**config.mk**
```make
export PLATFORM = sky130hd
export DESIGN_NAME = uvmt_cv32e40s_obi_integrity_shim
export DESIGN_NICKNAME = d
export VERILOG_FILES = /design/src/rtl/uvmt_cv32e40s_obi_shim_pkg.sv /design/src/rtl/uvmt_cv32e40s_obi_shim_fifo.sv /design/src/rtl/uvmt_cv32e40s_obi_integrity_shim.sv
export SDC_FILE = /design/constraint.sdc
export NUM_CORES = 1
export LEC_CHECK = 0
export ABC_CLOCK_PERIOD_IN_PS = 1400
export BUFFER_PORTS_ARGS = -buffer_cell sky130_fd_sc_hd__buf_4
export CAP_MARGIN = 30
export CELL_PAD_IN_SITES_DETAIL_PLACEMENT = 2
export CELL_PAD_IN_SITES_GLOBAL_PLACEMENT = 2
export CORE_ASPECT_RATIO = 0.8
export CORE_MARGIN = 8
export CORE_UTILIZATION = 16
export DETAILED_ROUTE_END_ITERATION = 10
export HOLD_SLACK_MARGIN = 0.15
export PLACE_DENSITY = 0.74
export SETUP_SLACK_MARGIN = 0.05
export SLEW_MARGIN = 20
export SYNTH_ARGS = -nofsm -noshare
export SYNTH_HDL_FRONTEND = slang
export SYNTH_SLANG_ARGS = --single-unit
```
**constraint.sdc**
```tcl
create_clock -name clk -period 1.4 [get_ports clk]
set_clock_uncertainty 0.05 [all_clocks]
set_input_delay 0.07 -clock clk [delete_from_list [all_inputs] [get_ports clk]]
set_output_delay 0.07 -clock clk [all_outputs]
set_load 0.01 [all_outputs]
```
**src/rtl/uvmt_cv32e40s_obi_shim_pkg.sv**
```systemverilog
// Shared types and helpers for the cv32e40s OBI response-integrity shim.
//
// Contents:
//   RCHK_W            width of the OBI rchk bus
//   rchk_mode_e       runtime selection of how rchk_o is driven
//   pma_cfg_t         PMA region descriptor (layout matches cv32e40s_pkg)
//   PMA_R_DEFAULT     attributes used when no PMA region matches
//   NO_PMA_R_DEFAULT  attributes used when no PMA is configured at all
//   rchk_gen()        rchk computed from response data and error
package uvmt_cv32e40s_obi_shim_pkg;

  localparam int RCHK_W = 5;

  typedef enum logic [1:0] {
    RCHK_SCRAMBLE = 2'd0,
    RCHK_GENERATE = 2'd1,
    RCHK_PASSTHRU = 2'd2,
    RCHK_INVERT   = 2'd3
  } rchk_mode_e;

  // Region bounds are word addresses; a region covers low <= word < high.
  typedef struct packed {
    logic [31:0] word_addr_low;
    logic [31:0] word_addr_high;
    logic        main;
    logic        bufferable;
    logic        cacheable;
    logic        integrity;
  } pma_cfg_t;

  localparam pma_cfg_t PMA_R_DEFAULT = '{
    word_addr_low : 32'h0, word_addr_high : 32'h0,
    main : 1'b0, bufferable : 1'b0, cacheable : 1'b0, integrity : 1'b0
  };

  localparam pma_cfg_t NO_PMA_R_DEFAULT = '{
    word_addr_low : 32'h0, word_addr_high : 32'h0,
    main : 1'b1, bufferable : 1'b0, cacheable : 1'b0, integrity : 1'b1
  };

  // One parity bit per rdata byte, with err in the top bit.
  function automatic logic [RCHK_W-1:0] rchk_gen(input logic [31:0] rdata,
                                                 input logic        err);
    return {err, ^rdata[31:24], ^rdata[23:16], ^rdata[15:8], ^rdata[7:0]};
  endfunction

endpackage

```
**src/rtl/uvmt_cv32e40s_obi_shim_fifo.sv**
```systemverilog
// 1-bit-wide pointer FIFO tracking outstanding OBI transactions.
//
// Ports:
//   clk, rst_n     clock, asynchronous active-low reset
//   push_i/data_i  write data_i at the write pointer
//   pop_i          retire the head entry (head is valid during the pop cycle)
//   data_o         head entry
//   count_o        number of stored entries
//   empty_o        count_o == 0
//   overflow_o     sticky: push while full without a pop
//   underflow_o    sticky: pop while empty
module uvmt_cv32e40s_obi_shim_fifo #(
  parameter int unsigned DEPTH = 2,
  localparam int unsigned CW   = $clog2(DEPTH + 1),
  localparam int unsigned PW   = (DEPTH > 1) ? $clog2(DEPTH) : 1
) (
  input  logic          clk,
  input  logic          rst_n,
  input  logic          push_i,
  input  logic          pop_i,
  input  logic          data_i,
  output logic          data_o,
  output logic [CW-1:0] count_o,
  output logic          empty_o,
  output logic          overflow_o,
  output logic          underflow_o
);

  logic [DEPTH-1:0] mem_q, mem_d;
  logic [PW-1:0]    wptr_q, wptr_d, rptr_q, rptr_d;
  logic [CW-1:0]    count_q, count_d;
  logic             overflow_q, overflow_d;
  logic             underflow_q, underflow_d;
  logic             full, empty, do_push, do_pop;

  function automatic logic [PW-1:0] ptr_inc(input logic [PW-1:0] ptr);
    return (ptr == PW'(DEPTH - 1)) ? '0 : ptr + 1'b1;
  endfunction

  assign full  = (count_q == CW'(DEPTH));
  assign empty = (count_q == '0);

  // A pop frees the slot a full-FIFO push needs; a pop on an empty FIFO
  // retires nothing, but a push in that same cycle is still kept.
  assign do_push = push_i && (!full || pop_i);
  assign do_pop  = pop_i && !empty;

  always_comb begin
    mem_d       = mem_q;
    wptr_d      = wptr_q;
    rptr_d      = rptr_q;
    count_d     = count_q + CW'(do_push) - CW'(do_pop);
    overflow_d  = overflow_q || (push_i && full && !pop_i);
    underflow_d = underflow_q || (pop_i && empty);
    if (do_push) begin
      mem_d[wptr_q] = data_i;
      wptr_d        = ptr_inc(wptr_q);
    end
    if (do_pop) begin
      rptr_d = ptr_inc(rptr_q);
    end
  end

  // NOTE: sequential state uses non-blocking assignments so every flop
  // samples the pre-edge values of the others, independent of process order.
  always_ff @(posedge clk or negedge rst_n) begin
    if (!rst_n) begin
      wptr_q      <= '0;
      rptr_q      <= '0;
      count_q     <= '0;
      overflow_q  <= 1'b0;
      underflow_q <= 1'b0;
    end else begin
      wptr_q      <= wptr_d;
      rptr_q      <= rptr_d;
      count_q     <= count_d;
      overflow_q  <= overflow_d;
      underflow_q <= underflow_d;
    end
  end

  // NOTE: storage is deliberately left out of reset; an entry is only read
  // once count_q says it was written, so its reset value is never observed.
  always_ff @(posedge clk) begin
    mem_q <= mem_d;
  end

  assign data_o      = mem_q[rptr_q];
  assign count_o     = count_q;
  assign empty_o     = empty;
  assign overflow_o  = overflow_q;
  assign underflow_o = underflow_q;

endmodule

```
**src/rtl/uvmt_cv32e40s_obi_integrity_shim.sv**
```systemverilog
// OBI response-integrity shim between the OBI memory agent and one core OBI
// port. Each granted request is classified (PMA + debug-module region) as
// integrity or non-integrity and queued; each response pops the queue and
// rchk_o is driven from rchk_i or a generated value according to mode_i.
//
// Ports:
//   clk, rst_n                 clock, asynchronous active-low reset
//   req_i, gnt_i, dbg_i, addr_i  address phase
//   rdata_i, rvalid_i, err_i, rchk_i  response phase from the agent
//   mode_i                     rchk_mode_e, sampled every cycle
//   rchk_o                     rchk to the core (combinational)
//   resp_integrity_o           head entry when outstanding, else 0
//   outstanding_o              in-flight count
//   overflow_o, underflow_o    sticky protocol error flags
//   inject_o                   rchk_o carries an injected error this cycle
//
// Optional feature: define UVMT_CV32E40S_OBI_SHIM_ERR_INJECT_EN to flip one
// rchk_o bit on every INJECT_PERIOD-th integrity response, rotating the bit.
module uvmt_cv32e40s_obi_integrity_shim
  import uvmt_cv32e40s_obi_shim_pkg::*;
#(
  parameter int unsigned MAX_OUTSTANDING = 2,
  parameter int          PMA_NUM_REGIONS = 0,
  parameter pma_cfg_t    PMA_CFG [PMA_NUM_REGIONS-1:0] = '{default: PMA_R_DEFAULT},
  parameter logic [31:0] DM_REGION_START = 32'hF000_0000,
  parameter logic [31:0] DM_REGION_END   = 32'hF000_3FFF,
  parameter int unsigned INJECT_PERIOD   = 16,
  localparam int unsigned CNT_W          = $clog2(MAX_OUTSTANDING + 1)
) (
  input  logic              clk,
  input  logic              rst_n,
  input  logic              req_i,
  input  logic              gnt_i,
  input  logic              dbg_i,
  input  logic [31:0]       addr_i,
  input  logic [31:0]       rdata_i,
  input  logic              rvalid_i,
  input  logic              err_i,
  input  logic [RCHK_W-1:0] rchk_i,
  input  logic [1:0]        mode_i,
  output logic [RCHK_W-1:0] rchk_o,
  output logic              resp_integrity_o,
  output logic [CNT_W-1:0]  outstanding_o,
  output logic              overflow_o,
  output logic              underflow_o,
  output logic              inject_o
);

  logic [31:0]       word_addr;
  pma_cfg_t          cfg;
  logic              in_dm, req_integrity;
  logic              head, empty;
  logic [RCHK_W-1:0] gen, rchk_mode;

  assign word_addr = {2'b00, addr_i[31:2]};

  // Scan from the top index down so the lowest matching region wins.
  if (PMA_NUM_REGIONS == 0) begin : g_no_pma
    assign cfg = NO_PMA_R_DEFAULT;
  end else begin : g_pma
    always_comb begin
      cfg = PMA_R_DEFAULT;
      for (int i = PMA_NUM_REGIONS - 1; i >= 0; i--) begin
        if (word_addr >= PMA_CFG[i].word_addr_low &&
            word_addr <  PMA_CFG[i].word_addr_high) begin
          cfg = PMA_CFG[i];
        end
      end
    end
  end

  // Debug-module accesses made from debug mode never carry integrity.
  assign in_dm         = (addr_i >= DM_REGION_START) && (addr_i <= DM_REGION_END);
  assign req_integrity = cfg.integrity && !(dbg_i && in_dm);

  uvmt_cv32e40s_obi_shim_fifo #(
    .DEPTH (MAX_OUTSTANDING)
  ) u_fifo (
    .clk         (clk),
    .rst_n       (rst_n),
    .push_i      (req_i && gnt_i),
    .pop_i       (rvalid_i),
    .data_i      (req_integrity),
    .data_o      (head),
    .count_o     (outstanding_o),
    .empty_o     (empty),
    .overflow_o  (overflow_o),
    .underflow_o (underflow_o)
  );

  assign resp_integrity_o = !empty && head;
  assign gen              = rchk_gen(rdata_i, err_i);

  // NOTE: every path assigns rchk_mode before any branch so no latch is
  // inferred when mode_i takes a value the case does not name.
  always_comb begin
    rchk_mode = rchk_i;
    unique case (rchk_mode_e'(mode_i))
      RCHK_SCRAMBLE: rchk_mode = resp_integrity_o ? rchk_i : ~rchk_i;
      RCHK_GENERATE: rchk_mode = resp_integrity_o ? gen : ~gen;
      RCHK_PASSTHRU: rchk_mode = rchk_i;
      RCHK_INVERT:   rchk_mode = ~rchk_i;
      default:       rchk_mode = rchk_i;
    endcase
  end

`ifdef UVMT_CV32E40S_OBI_SHIM_ERR_INJECT_EN
  localparam int unsigned INJ_CNT_W = (INJECT_PERIOD > 1) ? $clog2(INJECT_PERIOD) : 1;

  logic [INJ_CNT_W-1:0] inj_cnt_q, inj_cnt_d;
  logic [2:0]           inj_idx_q, inj_idx_d;
  logic [RCHK_W-1:0]    inj_mask;
  logic                 int_resp, inj_fire;

  assign int_resp = rvalid_i && resp_integrity_o;
  assign inj_fire = int_resp && (inj_cnt_q == INJ_CNT_W'(INJECT_PERIOD - 1));

  always_comb begin
    inj_cnt_d = inj_cnt_q;
    inj_idx_d = inj_idx_q;
    inj_mask  = '0;
    if (inj_fire) begin
      inj_mask[inj_idx_q] = 1'b1;
      inj_cnt_d           = '0;
      inj_idx_d           = (inj_idx_q == 3'(RCHK_W - 1)) ? 3'd0 : inj_idx_q + 3'd1;
    end else if (int_resp) begin
      inj_cnt_d = inj_cnt_q + 1'b1;
    end
  end

  always_ff @(posedge clk or negedge rst_n) begin
    if (!rst_n) begin
      inj_cnt_q <= '0;
      inj_idx_q <= '0;
    end else begin
      inj_cnt_q <= inj_cnt_d;
      inj_idx_q <= inj_idx_d;
    end
  end

  assign rchk_o   = rchk_mode ^ inj_mask;
  assign inject_o = inj_fire;
`else
  assign rchk_o   = rchk_mode;
  assign inject_o = 1'b0;
`endif

endmodule
```
Yosys cells after proc, flatten, opt, wreduce, memory -nomap -nowiden
Index checks and enable logic that the tools add are counted.

operators by class
  shift operators = 0
  div/mod/pow operators = 0
  magnitude comparators = 5
  add/subtract/negate cells = 4
  equality and inequality tests = 4
  multipliers = 0
  bitwise operators = 2
  mux-type cells = 10
  reductions and logical operators = 23

operators by type and width
  kind                                                                  number
  32-bit >= comparator, second input constant                           1
  32-bit <= comparator, second input constant                           1
  8-bit XOR reduction                                                   4
  5-bit case mux with 4 select lines                                    1
  1-bit logical AND                                                     10
  5-bit 2-to-1 mux                                                      2
  5-bit inverter                                                        2
  2-bit == test, second input constant                                  3
  1-bit 2-to-1 mux                                                      5
  1-bit zero test                                                       4
  2-bit zero test                                                       2
  1-bit by 2-bit < comparator with 1-bit output, second input constant  2
  1-bit logical OR                                                      3
  1-bit adder, second input constant                                    2
  2-bit by 1-bit adder with 2-bit output                                1
  2-bit bitwise mux                                                     1
  2-bit by 1-bit == test with 1-bit output, second input constant       1
  2-bit by 1-bit subtractor with 2-bit output                           1
  1-bit demux with 1-bit select                                         1
  1-bit >= comparator, second input constant                            1

storage, ports and cells
  bits in latches = 0
  bits of input ports = 78
  bits in read-only memories = 0
  register bits = 8
  memories = 0
  RAM bits = 0
  word-level logic and storage cells = 54

Depth between registers and ports, before layout
  word-level depth = 6
  gate-level depth with buffers = 7
  depth with buffers taken out = 7

Hierarchy
A second synthesis with hierarchy kept.

unflattened totals
  cells, all modules = 97
  area, all modules = 960.9 um2

by module, submodules not included
  module                            instances  area an instance (um2)  cells an instance  seq. area each (um2)
  uvmt_cv32e40s_obi_integrity_shim  1          604.3                   69                 0.0
  uvmt_cv32e40s_obi_shim_fifo       1          356.6                   28                 210.2

Worst setup path before layout
No wires, ideal clock.

  path kind = reg2out
  from = register u_fifo.count_q[1] (netlist: u_fifo.count_o[1])
  to = output port rchk_o[0]
  setup slack = -0.196 ns
  cell stages (with the launch flop) = 6
  arrival = 1.476 ns
  buffers on the path = 1
  cell sequence = dfrtp_1 nor2_2 or2_4 buf_8 xnor3_1 o211ai_1

between the ends
  word-level cells in the longest chain between the ends = 5
  elaborated cells between the ends (all ways) = 6
  classes of those cells = mux: 3; reduce/logical: 3

RTL lines
  what                                    RTL line                                                                         source
  start, declared                         uvmt_cv32e40s_obi_shim_fifo.sv:31                                                logic [CW-1:0] count_q, count_d;
  start signal, assigned                  uvmt_cv32e40s_obi_shim_fifo.sv:76                                                count_q <= count_d;
  2-bit zero test (*)                     uvmt_cv32e40s_obi_shim_fifo.sv:41                                                assign empty = (count_q == '0);
  1-bit zero test (*)                     uvmt_cv32e40s_obi_integrity_shim.sv:91                                           assign resp_integrity_o = !empty && head;
  1-bit logical AND (*)                   uvmt_cv32e40s_obi_integrity_shim.sv:91
  5-bit 2-to-1 mux (on tied branches)     uvmt_cv32e40s_obi_integrity_shim.sv:100, uvmt_cv32e40s_obi_integrity_shim.sv:99
  5-bit case mux with 4 select lines (*)  uvmt_cv32e40s_obi_integrity_shim.sv:98                                           unique case (rchk_mode_e'(mode_i))
  end, declared                           uvmt_cv32e40s_obi_integrity_shim.sv:41                                           output logic [RCHK_W-1:0] rchk_o,

Every way passes the cells marked *; elsewhere a longest branch is shown, timed or not.

Worst setup path after layout
  from = register u_fifo.rptr_q
  to = output port rchk_o[0]

between the ends
  word-level cells in the longest chain between the ends = 5
  elaborated cells between the ends (all ways) = 6
  classes of those cells = mux: 5; reduce/logical: 1

RTL lines
  what                                                     RTL line                                                                         source
  start, declared                                          uvmt_cv32e40s_obi_shim_fifo.sv:30                                                logic [PW-1:0] wptr_q, wptr_d, rptr_q, rptr_d;
  start signal, assigned                                   uvmt_cv32e40s_obi_shim_fifo.sv:75                                                rptr_q <= rptr_d;
  1-bit 2-to-1 mux (implied by the code) (*) (2 in a row)  uvmt_cv32e40s_obi_shim_fifo.sv:88                                                assign data_o = mem_q[rptr_q];
  1-bit logical AND (*)                                    uvmt_cv32e40s_obi_integrity_shim.sv:91
  5-bit 2-to-1 mux (on tied branches)                      uvmt_cv32e40s_obi_integrity_shim.sv:100, uvmt_cv32e40s_obi_integrity_shim.sv:99
  5-bit case mux with 4 select lines (*)                   uvmt_cv32e40s_obi_integrity_shim.sv:98

Every way passes the cells marked *; elsewhere a longest branch is shown, timed or not. The select of a mux whose other input is x is not followed.

==> flow_summary.ini <==
[status]
status = complete, but fails checks
violations = setup timing

[synth]
yosys-top-cells-area = xnor2_1, dfrtp_1, xnor3_1
ys_warn_count = 0
yosysMostFrequentCell = xnor2_1
syn_avg_cell_area_um2 = 9.69
ys_ff_latch = 8
syn_nets = 175
synth-async-reset-ratio_pct = 75.0
ys_seq_area_share_pct = 22.8
yosysTopAreaCell = xnor2_1
ys.flop_type = dfrtp_1
syn_inst = 95
yosysTopAreaCellShare_pct = 25.7
synth_cell_type_count = 31
synth_edf_count = 2
yosys-top-cells-count = xnor2_1, nor3_1, xor2_1
syn_area_um2 = 921

[cts]
cts_buffer_depth = 2
tritoncts = done
numCtsBuffers = 3
cts.sink_count = 8
root_buffer = clkbuf_8
clock_latency_ns = 0.23
clkSlewWorstSetupHoldPaths_ns = 0.04
htree_levels = 1

[worst_setup_path]
crit_chain = mux2i_2, or2_4, buf_6, a22oi_1, o211ai_1, buf_4
end_kind = output pin
cp.buffers_inverters = 2
cpMaxStageDelayCell = dfrtp_1
startpoint_type = flip-flop
worstSetupPathType = reg2out
path_max_fanout = 7
worst_path_largest_cell_delay_ns = 0.39
worstPathArrival_ns = 1.67
crit_required_ns = 1.28
cp_top_family = flip-flops

[finish]
diodes = 0
areaGrowthSynthToFinish_pct = 108
fin_nets = 273
drive_gt1_share_pct = 57.8
final_util_pct = 34.8

[hold_path]
hold_path.class = in2reg

[die]
rows = 24
die_w_um = 101
start_util_pct = 16.8
pin_count = 89
core_mm2 = 0.00550
dieArea_mm2 = 0.00845
fp.dieH_um = 83.9

[place]
pre_cts_ws_ns = -0.247
place_congestion = 0.705
portBuffers = 73
dpl.hpwl_um = 3100

[route]
via_count = 1089
wl_per_cell_um = 14.7
drt-total-wl_um = 3960
dr.pass1.iters = 4
vias_per_cell = 4.03
drtIter0Drc = 14
drtAntennaViolNets = 0
drc = 0

[sta]
max_freq_mhz = 560
hold_slack_ns = 0.0874
fin_ws_ns = -0.387
finalCritPeriodShare_pct = 128
slew_violations = 0
setup_viol = 8
period_needed_ns = 1.79
rsz0062_at_grt = true
finalHoldViolations = 0

[power]
power_density_mw_per_mm2 = 1270
sequentialPowerShare_pct = 17.0
comb_power_share_pct = 70.7
p_leak_uw = 0.000853
p_int_uw = 1560
p_clk_share_pct = 12.3
sw_frac_of_total_pct = 35.8
ir_drop_v = 0.000643
switching_power_uw = 869

[global_routing]
grt_pass1_vias = 1275
grt_usage_pct = 9.27
grt_max_degree = 12
antenna_found_initial = 0
overflow = 0
grt_pass1_wl_um = 6290

[run]
cap_violations = 0
[power by group through the flow]
stage	Sequential [µW]	Combinational, µW	Clock [µW]
2_1_floorplan	410	705	0
5_1_grt	424	1870	326
4_1_cts	407	1680	318
6_report	412	1710	298
3_3_place_gp	377	1240	0
3_5_place_dp	384	1280	0
[worst reg2reg max path, cell delays in order (launching register included)]
cell and delay (ns):
dfrtp_1 0.41, nor2_4 0.15, buf_6 0.12, nor2b_4 0.04, ha_4 0.25, inv_2 0.04
ha_4 0.15, xnor2_2 0.13, xnor2_1 0.12
[final timing paths]
check | startpoint | endpoint | slack [ns] | cells past startpoint
max reg2reg | u_fifo.count_o[1] | u_fifo.count_o[1] | -0.19 | 8
min reg2reg | u_fifo.overflow_o | u_fifo.overflow_o | 0.41 | 1
max in group asynchronous | rst_n | u_fifo.count_o[0] | 0.32 | 3
min in group asynchronous | rst_n | u_fifo.count_o[1] | 0.74 | 3
max | u_fifo.rptr_q | rchk_o[0] | -0.39 | 6
min | addr_i[17] | u_fifo.mem_q[1] | 0.09 | 2
[what timing repair did]
action | CTS | global route
pin swaps | 12 | 6
endpoints found under the setup margin | 11 | 12
hold endpoints to repair | 10 | 2
setup buffers | 9 | 1
resized for setup | 23 | 5
hold buffers | 5 | 2
[layer usage]
layer | up-vias | share of wire, % | track usage, %
met3 | 2 | 6.7 | 3.33
met1 | 526 | 38 | 8.82
met4 | 0 | 0.43 | 1.64
met2 | 39 | 55 | 18.3
li1 | 522 | - | -
met5 | - | 0 | 0
[stage by stage]
step                      instance area (µm²)  setup TNS (ns)  power [µW]  instances
after floorplan                           923          -0.343        1110         95
after global routing                     1910           -2.97        2620        270
after CTS                                1860           -2.26        2410        267
after global placement                   1600           -1.33        1610        250
final                                    1910           -2.19        2420        270
after detailed placement                 1600           -1.72        1660        250
[area by class of cell]
| type | instances | area (µm²) |
|---|---|---|
| fillers | 629 | 3580 |
| multi-input cells | 80 | 778 |
| repair buffers | 97 | 772 |
| flip-flops and latches | 8 | 210 |
| well taps | 78 | 97.6 |
| clock buffers | 4 | 45.0 |
| inverters | 3 | 11.3 |
[registers in the layout (all words and copies together) (netlist names)]
register and flops:
u_fifo.overflow_o 1, u_fifo.rptr_q 1, u_fifo.count_o 2, u_fifo.underflow_o 1
u_fifo.mem_q 2, u_fifo.wptr_q 1
[logic make-up (layout without fill, tap and decap cells)]
group	after synthesis	count (layout)	synth area share, %
fa+ha+maj	2	2	2.72
xor+xnor	38	38	42.1
simple gates	26	26	16.3
buf+inv	7	104	4.62
flops	8	8	22.8
other cells	1	1	0.407
compound gates	12	12	9.92
mux	1	1	1.09
[layout by cell type (no fill, tap or decap), types with 2 or more instances in the layout]
cell type / synthesis / final
clkbuf_8: 0 / 3
nor2_4: 0 / 2
nand2_1: 6 / 6
inv_2: 0 / 2
ha_4: 0 / 2
nor3_4: 0 / 2
xnor2_1: 27 / 26
a22oi_1: 5 / 3
xnor3_1: 4 / 4
buf_6: 0 / 7
o211ai_1: 5 / 5
nor3_1: 7 / 5
edfxtp_1: 2 / 2
xor2_1: 7 / 6
dfrtp_1: 6 / 6
buf_4: 1 / 83
nor4b_1: 2 / 2
a22oi_2: 0 / 2
dlygate4sd3_1: 0 / 7
No activity file was read; power rests on OpenSTA's default activity.
